===== config.mk =====
export PLATFORM = sky130hd
export DESIGN_NAME = operand_loader
export DESIGN_NICKNAME = d
export VERILOG_FILES = /design/src/rtl/operand_loader_pkg.sv /design/src/rtl/operand_loader_btn_debounce.sv /design/src/rtl/operand_loader.sv
export SDC_FILE = /design/constraint.sdc
export NUM_CORES = 1
export LEC_CHECK = 0
export ABC_AREA = 1
export ABC_CLOCK_PERIOD_IN_PS = 1200
export CAP_MARGIN = 25
export CORE_UTILIZATION = 30
export DETAILED_ROUTE_END_ITERATION = 10
export SETUP_SLACK_MARGIN = 0.4
export SLEW_MARGIN = 5
export SYNTH_ARGS = -nofsm -noshare
export SYNTH_HDL_FRONTEND = slang
export SYNTH_HIERARCHICAL = 1
export SYNTH_SLANG_ARGS = --single-unit

===== constraint.sdc =====
create_clock -name clk -period 1.2 [get_ports clk]
set_input_delay 0.24 -clock clk [delete_from_list [all_inputs] [get_ports clk]]
set_output_delay 0.24 -clock clk [all_outputs]
set_load 0.1 [all_outputs]

===== src/rtl/operand_loader_pkg.sv =====
// ---------------------------------------------------------------------------
// operand_loader_pkg
//   Shared types and widths for the operand loader.
//   - state_t   : loader FSM states, A_LO..B_HI encoded 0..3 so the low two
//                 bits double as the "next nibble" index; DONE sits above.
//   - NIBBLE_W  : width of one switch nibble.
//   - OPERAND_W : width of each assembled operand.
//   - CNT_W     : width of the debounce stability counter.
//   - nxt_of()  : maps a state to the nibble index the next press loads.
// ---------------------------------------------------------------------------
package operand_loader_pkg;

  localparam int NIBBLE_W  = 4;
  localparam int OPERAND_W = 8;
  localparam int CNT_W     = 16;

  typedef enum logic [2:0] {
    A_LO = 3'd0,
    A_HI = 3'd1,
    B_LO = 3'd2,
    B_HI = 3'd3,
    DONE = 3'd4
  } state_t;

  // DONE has no nibble of its own; it reports the last slot (B hi).
  function automatic logic [1:0] nxt_of(input state_t s);
    logic [2:0] enc;
    enc = s;
    if (s == DONE) return 2'd3;
    return enc[1:0];
  endfunction

endpackage


===== src/rtl/operand_loader_btn_debounce.sv =====
// ---------------------------------------------------------------------------
// btn_debounce
//   Stability-counter debouncer with rising-edge pulse.
//   The counter runs while raw disagrees with the accepted level and clears
//   whenever they agree; once raw has disagreed for DEBOUNCE_CYCLES
//   consecutive rising edges the level flips.
//
//   Parameters
//     DEBOUNCE_CYCLES : consecutive stable cycles to accept a change (2..65535)
//   Ports
//     clk   in   system clock
//     rst_n in   async active-low reset
//     raw   in   button level (already synchronised if required)
//     level out  debounced level
//     rise  out  one-cycle pulse in the cycle after level goes 0->1
// ---------------------------------------------------------------------------
module btn_debounce
  import operand_loader_pkg::*;
#(
  parameter int DEBOUNCE_CYCLES = 16
) (
  input  logic clk,
  input  logic rst_n,
  input  logic raw,
  output logic level,
  output logic rise
);

  localparam logic [CNT_W-1:0] TC = CNT_W'(DEBOUNCE_CYCLES - 1);

  logic [CNT_W-1:0] cnt;

  always_ff @(posedge clk or negedge rst_n) begin
    if (!rst_n) begin
      cnt   <= '0;
      level <= 1'b0;
      rise  <= 1'b0;
    end else begin
      rise <= 1'b0;
      if (raw != level) begin
        if (cnt == TC) begin
          cnt   <= '0;
          level <= ~level;
          // Only a 0->1 acceptance is a press; releases stay silent.
          rise  <= ~level;
        end else begin
          cnt <= cnt + 1'b1;
        end
      end else begin
        cnt <= '0;
      end
    end
  end

endmodule


===== src/rtl/operand_loader.sv =====
// ---------------------------------------------------------------------------
// operand_loader
//   Builds two 8-bit operands from four button presses, one 4-bit switch
//   nibble per press (A lo, A hi, B lo, B hi), then holds them as valid
//   until the consumer acknowledges.
//
//   Build option
//     OPERAND_LOADER_BTN_SYNC_EN : when defined, btn goes through a two-flop
//                                  synchroniser (reset 0) ahead of the
//                                  debouncer, adding two cycles of press
//                                  latency. Undefined: btn feeds the
//                                  debouncer directly.
//
//   Parameters
//     DEBOUNCE_CYCLES : consecutive stable cycles to accept a btn change
//   Ports
//     clk   in   system clock
//     rst_n in   async active-low reset
//     btn   in   raw, bouncy push-button level
//     sw    in   [3:0] nibble to load
//     ack   in   consumer accepts the operand pair (only honoured in DONE)
//     a     out  [7:0] operand A
//     b     out  [7:0] operand B
//     valid out  both operands complete and unacknowledged
//     nxt   out  [1:0] nibble the next press loads (0=A lo .. 3=B hi)
//     press out  one-cycle pulse per accepted press
//
//   state | meaning
//   ------+-------------------------------------------
//   A_LO  | waiting for press to load a[3:0]
//   A_HI  | waiting for press to load a[7:4]
//   B_LO  | waiting for press to load b[3:0]
//   B_HI  | waiting for press to load b[7:4]
//   DONE  | pair complete, valid high, presses ignored
// ---------------------------------------------------------------------------
module operand_loader
  import operand_loader_pkg::*;
#(
  parameter int DEBOUNCE_CYCLES = 16
) (
  input  logic                 clk,
  input  logic                 rst_n,
  input  logic                 btn,
  input  logic [NIBBLE_W-1:0]  sw,
  input  logic                 ack,
  output logic [OPERAND_W-1:0] a,
  output logic [OPERAND_W-1:0] b,
  output logic                 valid,
  output logic [1:0]           nxt,
  output logic                 press
);

  logic   btn_db_in;
  logic   level_unused;
  state_t state;

`ifdef OPERAND_LOADER_BTN_SYNC_EN
  logic [1:0] btn_sync;

  always_ff @(posedge clk or negedge rst_n) begin
    if (!rst_n) begin
      btn_sync <= 2'b00;
    end else begin
      btn_sync <= {btn_sync[0], btn};
    end
  end

  assign btn_db_in = btn_sync[1];
`else
  assign btn_db_in = btn;
`endif

  // The debounced level itself is not needed here; only its rising edge is.
  btn_debounce #(
    .DEBOUNCE_CYCLES (DEBOUNCE_CYCLES)
  ) u_btn_debounce (
    .clk   (clk),
    .rst_n (rst_n),
    .raw   (btn_db_in),
    .level (level_unused),
    .rise  (press)
  );

  // valid and nxt are registered alongside state so they change on the same
  // edge as the state they describe.
  always_ff @(posedge clk or negedge rst_n) begin
    if (!rst_n) begin
      state <= A_LO;
      a     <= '0;
      b     <= '0;
      valid <= 1'b0;
      nxt   <= nxt_of(A_LO);
    end else begin
      case (state)
        A_LO: begin
          if (press) begin
            a[NIBBLE_W-1:0] <= sw;
            state           <= A_HI;
            nxt             <= nxt_of(A_HI);
          end
        end
        A_HI: begin
          if (press) begin
            a[OPERAND_W-1:NIBBLE_W] <= sw;
            state                   <= B_LO;
            nxt                     <= nxt_of(B_LO);
          end
        end
        B_LO: begin
          if (press) begin
            b[NIBBLE_W-1:0] <= sw;
            state           <= B_HI;
            nxt             <= nxt_of(B_HI);
          end
        end
        B_HI: begin
          if (press) begin
            b[OPERAND_W-1:NIBBLE_W] <= sw;
            state                   <= DONE;
            valid                   <= 1'b1;
            nxt                     <= nxt_of(DONE);
          end
        end
        DONE: begin
          // ack takes priority; a press arriving here is simply dropped.
          if (ack) begin
            state <= A_LO;
            valid <= 1'b0;
            nxt   <= nxt_of(A_LO);
          end
        end
        default: begin
          state <= A_LO;
          valid <= 1'b0;
          nxt   <= nxt_of(A_LO);
        end
      endcase
    end
  end

endmodule


==> results.md <==
* Outcome: complete, but fails checks
* Failing checks: setup timing
* Crit path capture type: output pin
* RSZ-0062 raised after global routing: yes
* First-pass GRT wire length at 7690 um
* Starting DRT DRC Count at 43
* Ant diodes at 0
* DRT Pass-1 Iters at 4
* Area Growth Syn to Fin at 76.6%
* Post-synthesis sequential area ratio at 52.8%
* Crit path largest cell delay at 0.48 ns
* Cell taking the most area after synthesis: dfrtp_1
* Die ar. at 6640 um2
* Cell Rows at 28
* Maximum clock rate at 778 MHz
* Fin. max-slew vios at 0
* Endpoints failing setup at 13
* Kind of critical path: register to output pin
* Die Y at 81.5 um
* Pwr Density at 810 nW/um2
* CP Launch Type: register
* Crit-path slowest cell: dfrtp_4
* Critical Path AT at 1.04 ns
* Final Non-Filler Cells at 384
* Vias per Instance at 4.54
* Period Utilization, post-route at 107%
* Final WS setup at -0.0849 ns
* H-tree depth at 2
* Post-synthesis cell type count at 23
* Global route overflow at 0
* Share of layout cells above drive strength 1 at 56.0%
* Most common cell after layout, fill and taps aside: nand2_1
* Worst Skew at 0.0105 ns
* Placed Cells at 350
* Reg-to-reg slack, setup at -0.03 ns
* Max Cap Violations at 0
* Rel. slew slack at 82.2%
* Slew @ Worst Pin at 0.267 ns
* Top post-synthesis cells by area: dfrtp_1, nand2_1, nor2_1
* Avg Cell Area, Syn at 8.28 um2
* Largest net degree at the start of global routing at 41
* Max clock buf depth at 2
* IO Count at 28
* Post-route DRC at 0
* Routed len/inst at 12.0 um
* Port bufs at 27
* Leak Pwr at 0.00147 uW
* Root Driver: clkbuf_8
* TritonCTS clock tree: done
* Syn Inst Count at 229
* Initial antenna violation count at 0
* Synth Net Count at 238
* Starting density of the core at 31.6%
* Most frequent cells in the layout: nand2_1, buf_4, nor2_1
* Worst-path clk slew at 0.07 ns
* Post-synth top area share at 52.8%
* CP required at 0.96 ns
* DPL Wire Length at 3120 um
* Tightest Hold Check Type: primary input to register
* Synth Register Bits at 40
* Gr usage total at 15.3%
* Critical Path Fanout Max at 2
* Final hold violations at 0
* TritonCTS Buffers at 5
* Nets at 317
* WP buf/inv at 2
* Peak VDD IR at 0.569 mV
* Final ANT Viol Nets at 0
* Tot Pwr at 2710 uW
* GPL Wtd Cong at 0.824
* Number of global-route vias before repair at 1670
* Die Wd at 81.5 um
* CORE AREA at 5990 um2
* Min cycle time layout at 1.28 ns
* Via Count at 1745
* Synthesized area at 1900 um2
* Clock Latency Late Sink at 0.29 ns
* WL final at 4620 um
* CTS Sinks at 40
* Critical path cell sequence: buf_6 > buf_12
* Ys Warns at 6
* Delay-heaviest family, CP: flip-flops
==> registers in the layout, summed over array words and instances (netlist names) <==
register,count
u_btn_debounce/rise,1
valid,1
nxt,2
state,3
u_btn_debounce/cnt,16
a,8
b,8
u_btn_debounce/level,1
==> Yosys cell counts (all sizes together) <==
cell type,number
ha,1
nand3,20
xor2,5
nand4,9
a21oi,3
inv,17
buf,3
nand2,80
nor3,1
nor2,42
o21ai,4
dfrtp,40
o21bai,2
xnor2,2
==> layer usage <==
| layer | up-vias | global-route usage (%) | wire, um |
|---|---|---|---|
| met5 | - | 0 | 0 |
| met4 | 0 | 5.36 | 56 |
| met3 | 5 | 2.56 | 173 |
| met2 | 35 | 26.1 | 2360 |
| met1 | 827 | 19.6 | 2030 |
| li1 | 878 | - | - |
==> what timing repair did <==
action | 4_1_cts | 5_1_grt
hold buffers | 1 | 0
setup endpoints to repair | 60 | 60
gates resized for setup | 45 | 40
endpoints found under the hold margin | 40 | 0
setup buffers | 15 | 10
pin swaps | 20 | 25
==> per-stage QoR <==
step	instance area, um2	setup TNS [ns]	hold slack [ns]	setup WS, ns	utilization, %
floorplan	2040	0	-0.0556	0.0122	-
global placement	2750	-2.53	0.229	-0.243	45.8
detailed placement	2750	-3.02	0.233	-0.303	45.8
CTS	3150	-0.261	0.457	-0.101	52.6
global route	3350	-1.92	0.285	-0.117	55.9
finish	3350	-0.184	0.279	-0.0849	55.9
==> power by group <==
| group | internal [uW] | switching (uW) | leakage, uW |
|---|---|---|---|
| combinational | 116 | 127 | 0.000967 |
| sequential | 1360 | 17.8 | 0.000449 |
| clock | 618 | 472 | 0.0000552 |
| total | 2100 | 616 | 0.00147 |
==> tightest hold or removal path, cell delays in order <==
cell	delay, ns
dlymetal6s2s_1	0.16
nand3_2	0.09
nor2_1	0.04
==> cell families after synthesis <==
| group | share of synthesized area (%) |
|---|---|
| fa+ha+maj | 0.660 |
| xor+xnor | 3.23 |
| buf+inv | 4.62 |
| flops | 52.8 |
| compound gates | 2.84 |
| simple gates | 35.8 |
==> worst paths after layout <==
kind,cells past startpoint,start,endpoint
setup / recovery,2,u_btn_debounce/rise$_DFF_PN0_,press
hold / removal,3,btn,u_btn_debounce/rise$_DFF_PN0_
setup reg to reg,6,u_btn_debounce/cnt[0]$_DFF_PN0_,u_btn_debounce/cnt[2]$_DFF_PN0_
hold reg to reg,1,u_btn_debounce/cnt[0]$_DFF_PN0_,u_btn_debounce/cnt[0]$_DFF_PN0_
max in group asynchronous,3,rst_n,b[2]$_DFFE_PN0P_
min in group asynchronous,3,rst_n,nxt[0]$_DFFE_PN0P_
==> cell type report <==
type	count	area, um2
clock buffers	6	72.6
clock inverters	2	35.0
fillers	511	2640
inverters	17	68.8
multi-input cells	169	1080
flip-flops and latches	40	1090
well taps	75	93.8
repair buffers	75	912
Power figures use the tool's default switching activity.
